`src/rtl/rank_sorter_n_if.sv`:
```
// Stream bundle for rank_sorter_n: input sample with rank request, sorted output sample.
interface rank_sorter_n_if #(
  parameter int unsigned DATA_WIDTH = 8,
  parameter int unsigned NUM_INPUTS = 9,
  parameter int unsigned RW         = $clog2(NUM_INPUTS)
);
  logic [NUM_INPUTS*DATA_WIDTH-1:0] din;
  logic                             din_valid;
  logic                             din_ready;
  logic [RW-1:0]                    rank_sel;
  logic                             dout_valid;
  logic                             dout_ready;
  logic [NUM_INPUTS*DATA_WIDTH-1:0] dout_sorted;
  logic [DATA_WIDTH-1:0]            dout_min;
  logic [DATA_WIDTH-1:0]            dout_max;
  logic [DATA_WIDTH-1:0]            dout_mid;
  logic [DATA_WIDTH-1:0]            dout_rank;

  modport master (
    output din, din_valid, rank_sel, dout_ready,
    input  din_ready, dout_valid, dout_sorted, dout_min, dout_max, dout_mid, dout_rank
  );

  modport slave (
    input  din, din_valid, rank_sel, dout_ready,
    output din_ready, dout_valid, dout_sorted, dout_min, dout_max, dout_mid, dout_rank
  );
endinterface

```
`src/rtl/rank_sorter_n.sv`:
```
// N-input order-statistics sorter: registered odd-even transposition network with a
// globally enabled valid/ready pipeline and a per-sample rank select.
module rank_sorter_n #(
  parameter int unsigned DATA_WIDTH = 8,
  parameter int unsigned NUM_INPUTS = 9,
  parameter bit          SIGNED     = 1'b0,
  localparam int unsigned RW        = $clog2(NUM_INPUTS)
) (
  input logic              clk,
  input logic              arst,
  rank_sorter_n_if.slave   bus
);
  localparam int unsigned N  = NUM_INPUTS;
  localparam int unsigned DW = DATA_WIDTH;
  localparam logic [RW-1:0] RankMax = RW'(N - 1);

  if (N < 2 || N > 16) begin : g_bad_n
    $error("rank_sorter_n: NUM_INPUTS must be in 2..16");
  end

  typedef logic [DW-1:0] elem_t;

  elem_t         data_q [N][N];
  elem_t         data_d [N][N];
  logic [N-1:0]  valid_q, valid_d;
  logic [RW-1:0] rank_q [N];
  logic [RW-1:0] rank_d [N];
  logic          adv;

  function automatic logic gt(input elem_t a, input elem_t b);
    if (SIGNED) return $signed(a) > $signed(b);
    return a > b;
  endfunction

  // One global enable: the whole pipe moves or the whole pipe holds.
  assign adv           = ~valid_q[N-1] | bus.dout_ready;
  assign bus.din_ready = adv;

  always_comb begin
    elem_t tmp;
    tmp = '0;
    for (int s = 0; s < int'(N); s++) begin
      for (int k = 0; k < int'(N); k++) begin
        data_d[s][k] = (s == 0) ? bus.din[k*DW +: DW] : data_q[s-1][k];
      end
      // Stage index s pairs slots starting at the parity of s; strict compare keeps ties.
      for (int j = 0; j < int'(N) - 1; j++) begin
        if ((j % 2) == (s % 2) && gt(data_d[s][j], data_d[s][j+1])) begin
          tmp            = data_d[s][j];
          data_d[s][j]   = data_d[s][j+1];
          data_d[s][j+1] = tmp;
        end
      end
    end
  end

  always_comb begin
    valid_d    = '0;
    valid_d[0] = bus.din_valid & adv;
    rank_d[0]  = (bus.rank_sel > RankMax) ? RankMax : bus.rank_sel;
    for (int s = 1; s < int'(N); s++) begin
      valid_d[s] = valid_q[s-1];
      rank_d[s]  = rank_q[s-1];
    end
  end

  always_ff @(posedge clk or posedge arst) begin
    if (arst) begin
      valid_q <= '0;
      for (int s = 0; s < int'(N); s++) begin
        rank_q[s] <= '0;
        for (int k = 0; k < int'(N); k++) begin
          data_q[s][k] <= '0;
        end
      end
    end else if (adv) begin
      valid_q <= valid_d;
      rank_q  <= rank_d;
      data_q  <= data_d;
    end
  end

  always_comb begin
    bus.dout_sorted = '0;
    for (int k = 0; k < int'(N); k++) begin
      bus.dout_sorted[k*DW +: DW] = data_q[N-1][k];
    end
  end

  assign bus.dout_valid = valid_q[N-1];
  assign bus.dout_min   = data_q[N-1][0];
  assign bus.dout_max   = data_q[N-1][N-1];
  assign bus.dout_mid   = data_q[N-1][(N-1)/2];
  assign bus.dout_rank  = data_q[N-1][rank_q[N-1]];
endmodule
```
`src/flat_wrapper.sv`:
```
// flat-port wrapper written by rule: the top's interface ports become plain ports
module rank_sorter_n_flat 
#(
  parameter int unsigned DATA_WIDTH = 8,
  parameter int unsigned NUM_INPUTS = 9,
  parameter bit          SIGNED     = 1'b0,
  localparam int unsigned RW        = $clog2(NUM_INPUTS)
)
  (clk, arst, bus_din, bus_din_valid, bus_rank_sel, bus_dout_ready, bus_din_ready, bus_dout_valid, bus_dout_sorted, bus_dout_min, bus_dout_max, bus_dout_mid, bus_dout_rank);
  rank_sorter_n_if #(.DATA_WIDTH(DATA_WIDTH), .NUM_INPUTS(NUM_INPUTS)) bus_i ();
  input logic clk;
  input logic arst;
  input wire logic [$bits(bus_i.din)-1:0] bus_din;
  input wire logic [$bits(bus_i.din_valid)-1:0] bus_din_valid;
  input wire logic [$bits(bus_i.rank_sel)-1:0] bus_rank_sel;
  input wire logic [$bits(bus_i.dout_ready)-1:0] bus_dout_ready;
  output wire logic [$bits(bus_i.din_ready)-1:0] bus_din_ready;
  output wire logic [$bits(bus_i.dout_valid)-1:0] bus_dout_valid;
  output wire logic [$bits(bus_i.dout_sorted)-1:0] bus_dout_sorted;
  output wire logic [$bits(bus_i.dout_min)-1:0] bus_dout_min;
  output wire logic [$bits(bus_i.dout_max)-1:0] bus_dout_max;
  output wire logic [$bits(bus_i.dout_mid)-1:0] bus_dout_mid;
  output wire logic [$bits(bus_i.dout_rank)-1:0] bus_dout_rank;
  assign bus_i.din = bus_din;
  assign bus_i.din_valid = bus_din_valid;
  assign bus_i.rank_sel = bus_rank_sel;
  assign bus_i.dout_ready = bus_dout_ready;
  assign bus_din_ready = bus_i.din_ready;
  assign bus_dout_valid = bus_i.dout_valid;
  assign bus_dout_sorted = bus_i.dout_sorted;
  assign bus_dout_min = bus_i.dout_min;
  assign bus_dout_max = bus_i.dout_max;
  assign bus_dout_mid = bus_i.dout_mid;
  assign bus_dout_rank = bus_i.dout_rank;
  rank_sorter_n #(.DATA_WIDTH(DATA_WIDTH), .NUM_INPUTS(NUM_INPUTS), .SIGNED(SIGNED)) u_core (.clk(clk), .arst(arst), .bus(bus_i));
endmodule
```
`config.mk`:
```
export PLATFORM = sky130hd
export DESIGN_NAME = rank_sorter_n_flat
export DESIGN_NICKNAME = d
export VERILOG_FILES = /design/src/rtl/rank_sorter_n_if.sv /design/src/rtl/rank_sorter_n.sv /design/src/flat_wrapper.sv
export SDC_FILE = /design/constraint.sdc
export NUM_CORES = 2
export LEC_CHECK = 0
export ABC_AREA = 1
export BUFFER_PORTS_ARGS = -buffer_cell sky130_fd_sc_hd__buf_2
export CORE_MARGIN = 2
export CORE_UTILIZATION = 68
export DETAILED_ROUTE_END_ITERATION = 8
export PLACE_DENSITY_LB_ADDON = 0.2
export SYNTH_ARGS = -nofsm -noshare
export SYNTH_HDL_FRONTEND = slang
export SYNTH_SLANG_ARGS = --single-unit
```
`constraint.sdc`:
```
create_clock -name clk -period 51.5 [get_ports clk]
set_input_delay 5.15 -clock clk [delete_from_list [all_inputs] [get_ports clk]]
set_output_delay 5.15 -clock clk [all_outputs]
set_load 0.05 [all_outputs]
```
==> flow_metrics.tcl <==
set metrics [dict create \
    synth.distinct_cells 27 \
    use_met3_pct 3.54 \
    crit_path_end_kind "primary output" \
    final_max_slew_viol_count 0 \
    syn_nets 6307 \
    tritoncts "yes" \
    detail_route.iter0.violations 3103 \
    holdBufCountCts 0 \
    setup_viol_count_final 0 \
    rows 94 \
    ant_nets 0 \
    layout.nets 6218 \
    htreeDepth 3 \
    placed_area_um2 44600 \
    whs_path_depth 2 \
    wl_per_cell_um 14.3 \
    cts.sinks 693 \
    dieArea_um2 67900 \
    grt_max_degree 255 \
    first_pass_iters 6 \
    tightest_slew_ns 1.26 \
    hold_violations 0 \
    grt-ovfl-total 0 \
    clock_latency_ns 0.62 \
    critical_path.startpoint_type "input pin" \
    hold_path_class "reg -> reg" \
    ys_ff_latch 693 \
    portBuffers 185 \
    area_growth_pct 5.27 \
    synth_cells 5939 \
    critical-path-max-stage-delay_ns 0.47 \
    met1_usage_pct 38.3 \
    ys_warn_count 0 \
    clock-skew-final_ns 0.0284 \
    fin_crit_sh_pct 22.0 \
    post-synth-top-area-cell "dfrtp_1" \
    status "completed" \
    crit_buf_inv 3 \
    post-cts-setup-buffer-count 0 \
    ctsResizeCount 0 \
    path_delay_family "buffers and inverters" \
    via_count 37100 \
    drive_gt1_share_pct 14.2 \
    path_class "in -> out" \
    busiest_layer "met2" \
    antenna_found_initial 0 \
    slew_headroom_pct 16.2 \
    final_cell_area_um2 47200 \
    antenna_cells 0 \
    io_pins 186 \
    die_height_um 261 \
    vias_per_cell 5.47 \
    yosysSeqAreaShare_pct 38.7 \
    die_w_um 261 \
    grt_pass1_wl_mm 165 \
    critPathSlowestCell "inv_8" \
    rsz0062_at_grt "false" \
    tns_ns 0 \
    cp_common_cell "buf_2" \
    cts_buffers 75 \
    clk_pin_slew_ns 0.06 \
    required_ns 46.35 \
    netlist_area_um2 44800 \
    ff2ff_path_depth 7 \
    core-area_um2 65500 \
    cp.depth 4 \
    dp_hpwl_mm 66.1 \
    grt_pass1_vias 34500 \
    cts_root_buf "clkbuf_16" \
    detail_route.wirelength_mm 96.6 \
    synth_top_area_share_pct 38.7 \
    crit_path_cell_trace "buf_2, nor2_4, inv_8, buf_2" \
    drv_cap 0 \
    max_freq_mhz 88.2 \
    grt_use_met2_pct 49.1 \
    final_common_cell "nand2_1" \
    fin_crit_ns 11.34 \
    crit_arrival_ns 6.19 \
    initial_core_util_pct 68.4 \
    most-common-layout-cells "nand2_1, nand3_1, dfrtp_1" \
    gp_congestion 0.891 \
    synthTopCellsByArea "dfrtp_1, nand2_1, nand3_1" \
    drc_errors 0 \
    path_max_fanout 158 \
    track_usage_pct 29.0 \
    syn_area_per_cell_um2 7.54 \
    clock_path_buffers 3 \
]
-- worst register-to-register path, cell delays in order (launching register included) --
cell and delay [ns]:
dfrtp_1 0.40, inv_1 0.11, nor2_4 0.08, inv_8 0.47
buf_12 0.82, buf_4 0.98, nand3_1 0.38, nand2_1 0.13
-- flip-flops by register name, indices dropped and copies added (netlist names) --
signal	count
u_core.bus.dout_mid	8
u_core.data_d	64
u_core.rank_q	4
u_core.bus.dout_min	8
u_core.data_q	512
u_core.rank_d	32
u_core.valid_q	9
u_core.bus.dout_max	8
u_core.bus.dout_sorted	48
-- Yosys cell counts (all sizes together) --
library cell	number
buf	327
nor2	141
a21o	36
inv	717
a21oi	72
o211ai	16
a22o	3
nand2	2290
dfrtp	693
nand4	37
clkbuf	40
ha	288
o21ai	117
clkinv	2
nand3	1160
-- routing by layer --
layer,up-vias,routed length (um)
li1,18600,-
met2,917,47100
met3,234,4000
met5,-,0
met4,0,3510
met1,17300,42000
-- per-stage QoR --
| stage | hold slack (ns) | util (%) | worst slack [ns] | std cells |
|---|---|---|---|---|
| after floorplan | 0.420 | - | 26.92 | 5939 |
| after global placement | 0.442 | 68.1 | 40.08 | 6637 |
| after detailed placement | 0.458 | 68.1 | 40.09 | 6637 |
| after CTS | 0.472 | 72.0 | 40.08 | 6772 |
| after global routing | 0.484 | 72.0 | 40.00 | 6772 |
| final | 0.466 | 72.0 | 40.16 | 6772 |
-- kinds of logic (layout without fill, tap and decap cells) --
group                    Yosys count  count (layout)  share of synthesized area, %
flip-flops                       693             693                          38.7
adder cells (fa/ha/maj)          288             288                          8.04
AO/OA/AOI/OAI                    244             244                          3.04
buffers and inverters           1086            1055                          11.4
AND/OR/NAND/NOR                 3628            3628                          38.8
-- final timing paths --
check	from	to	slack, ns
worst max-delay path	bus_dout_ready	bus_din_ready	40.16
worst min-delay path	u_core.rank_d[4]$_DFFE_PP0N_	u_core.rank_d[0]$_DFFE_PP0N_	0.47
worst max register to register	u_core.valid_q[8]$_DFFE_PP0N_	u_core.bus.dout_sorted[15]$_DFFE_PP0N_	48.07
worst min register to register	u_core.rank_d[4]$_DFFE_PP0N_	u_core.rank_d[0]$_DFFE_PP0N_	0.47
max in group asynchronous	arst	u_core.bus.dout_sorted[10]$_DFFE_PP0N_	44.50
min in group asynchronous	arst	u_core.data_q[290]$_DFFE_PP0N_	4.64
-- layout make-up --
type	count	area (um2)
clock inverter	23	347
clock buffer	112	2220
fill	5240	18400
multi-input combinational	4160	22300
inverter	719	2710
sequential	693	17300
timing repair buffer	201	1110
tap	864	1080
Power is left out: the tool's default activity adds up to more than one toggle a clock period on the data nets, which glitch-free logic cannot reach.
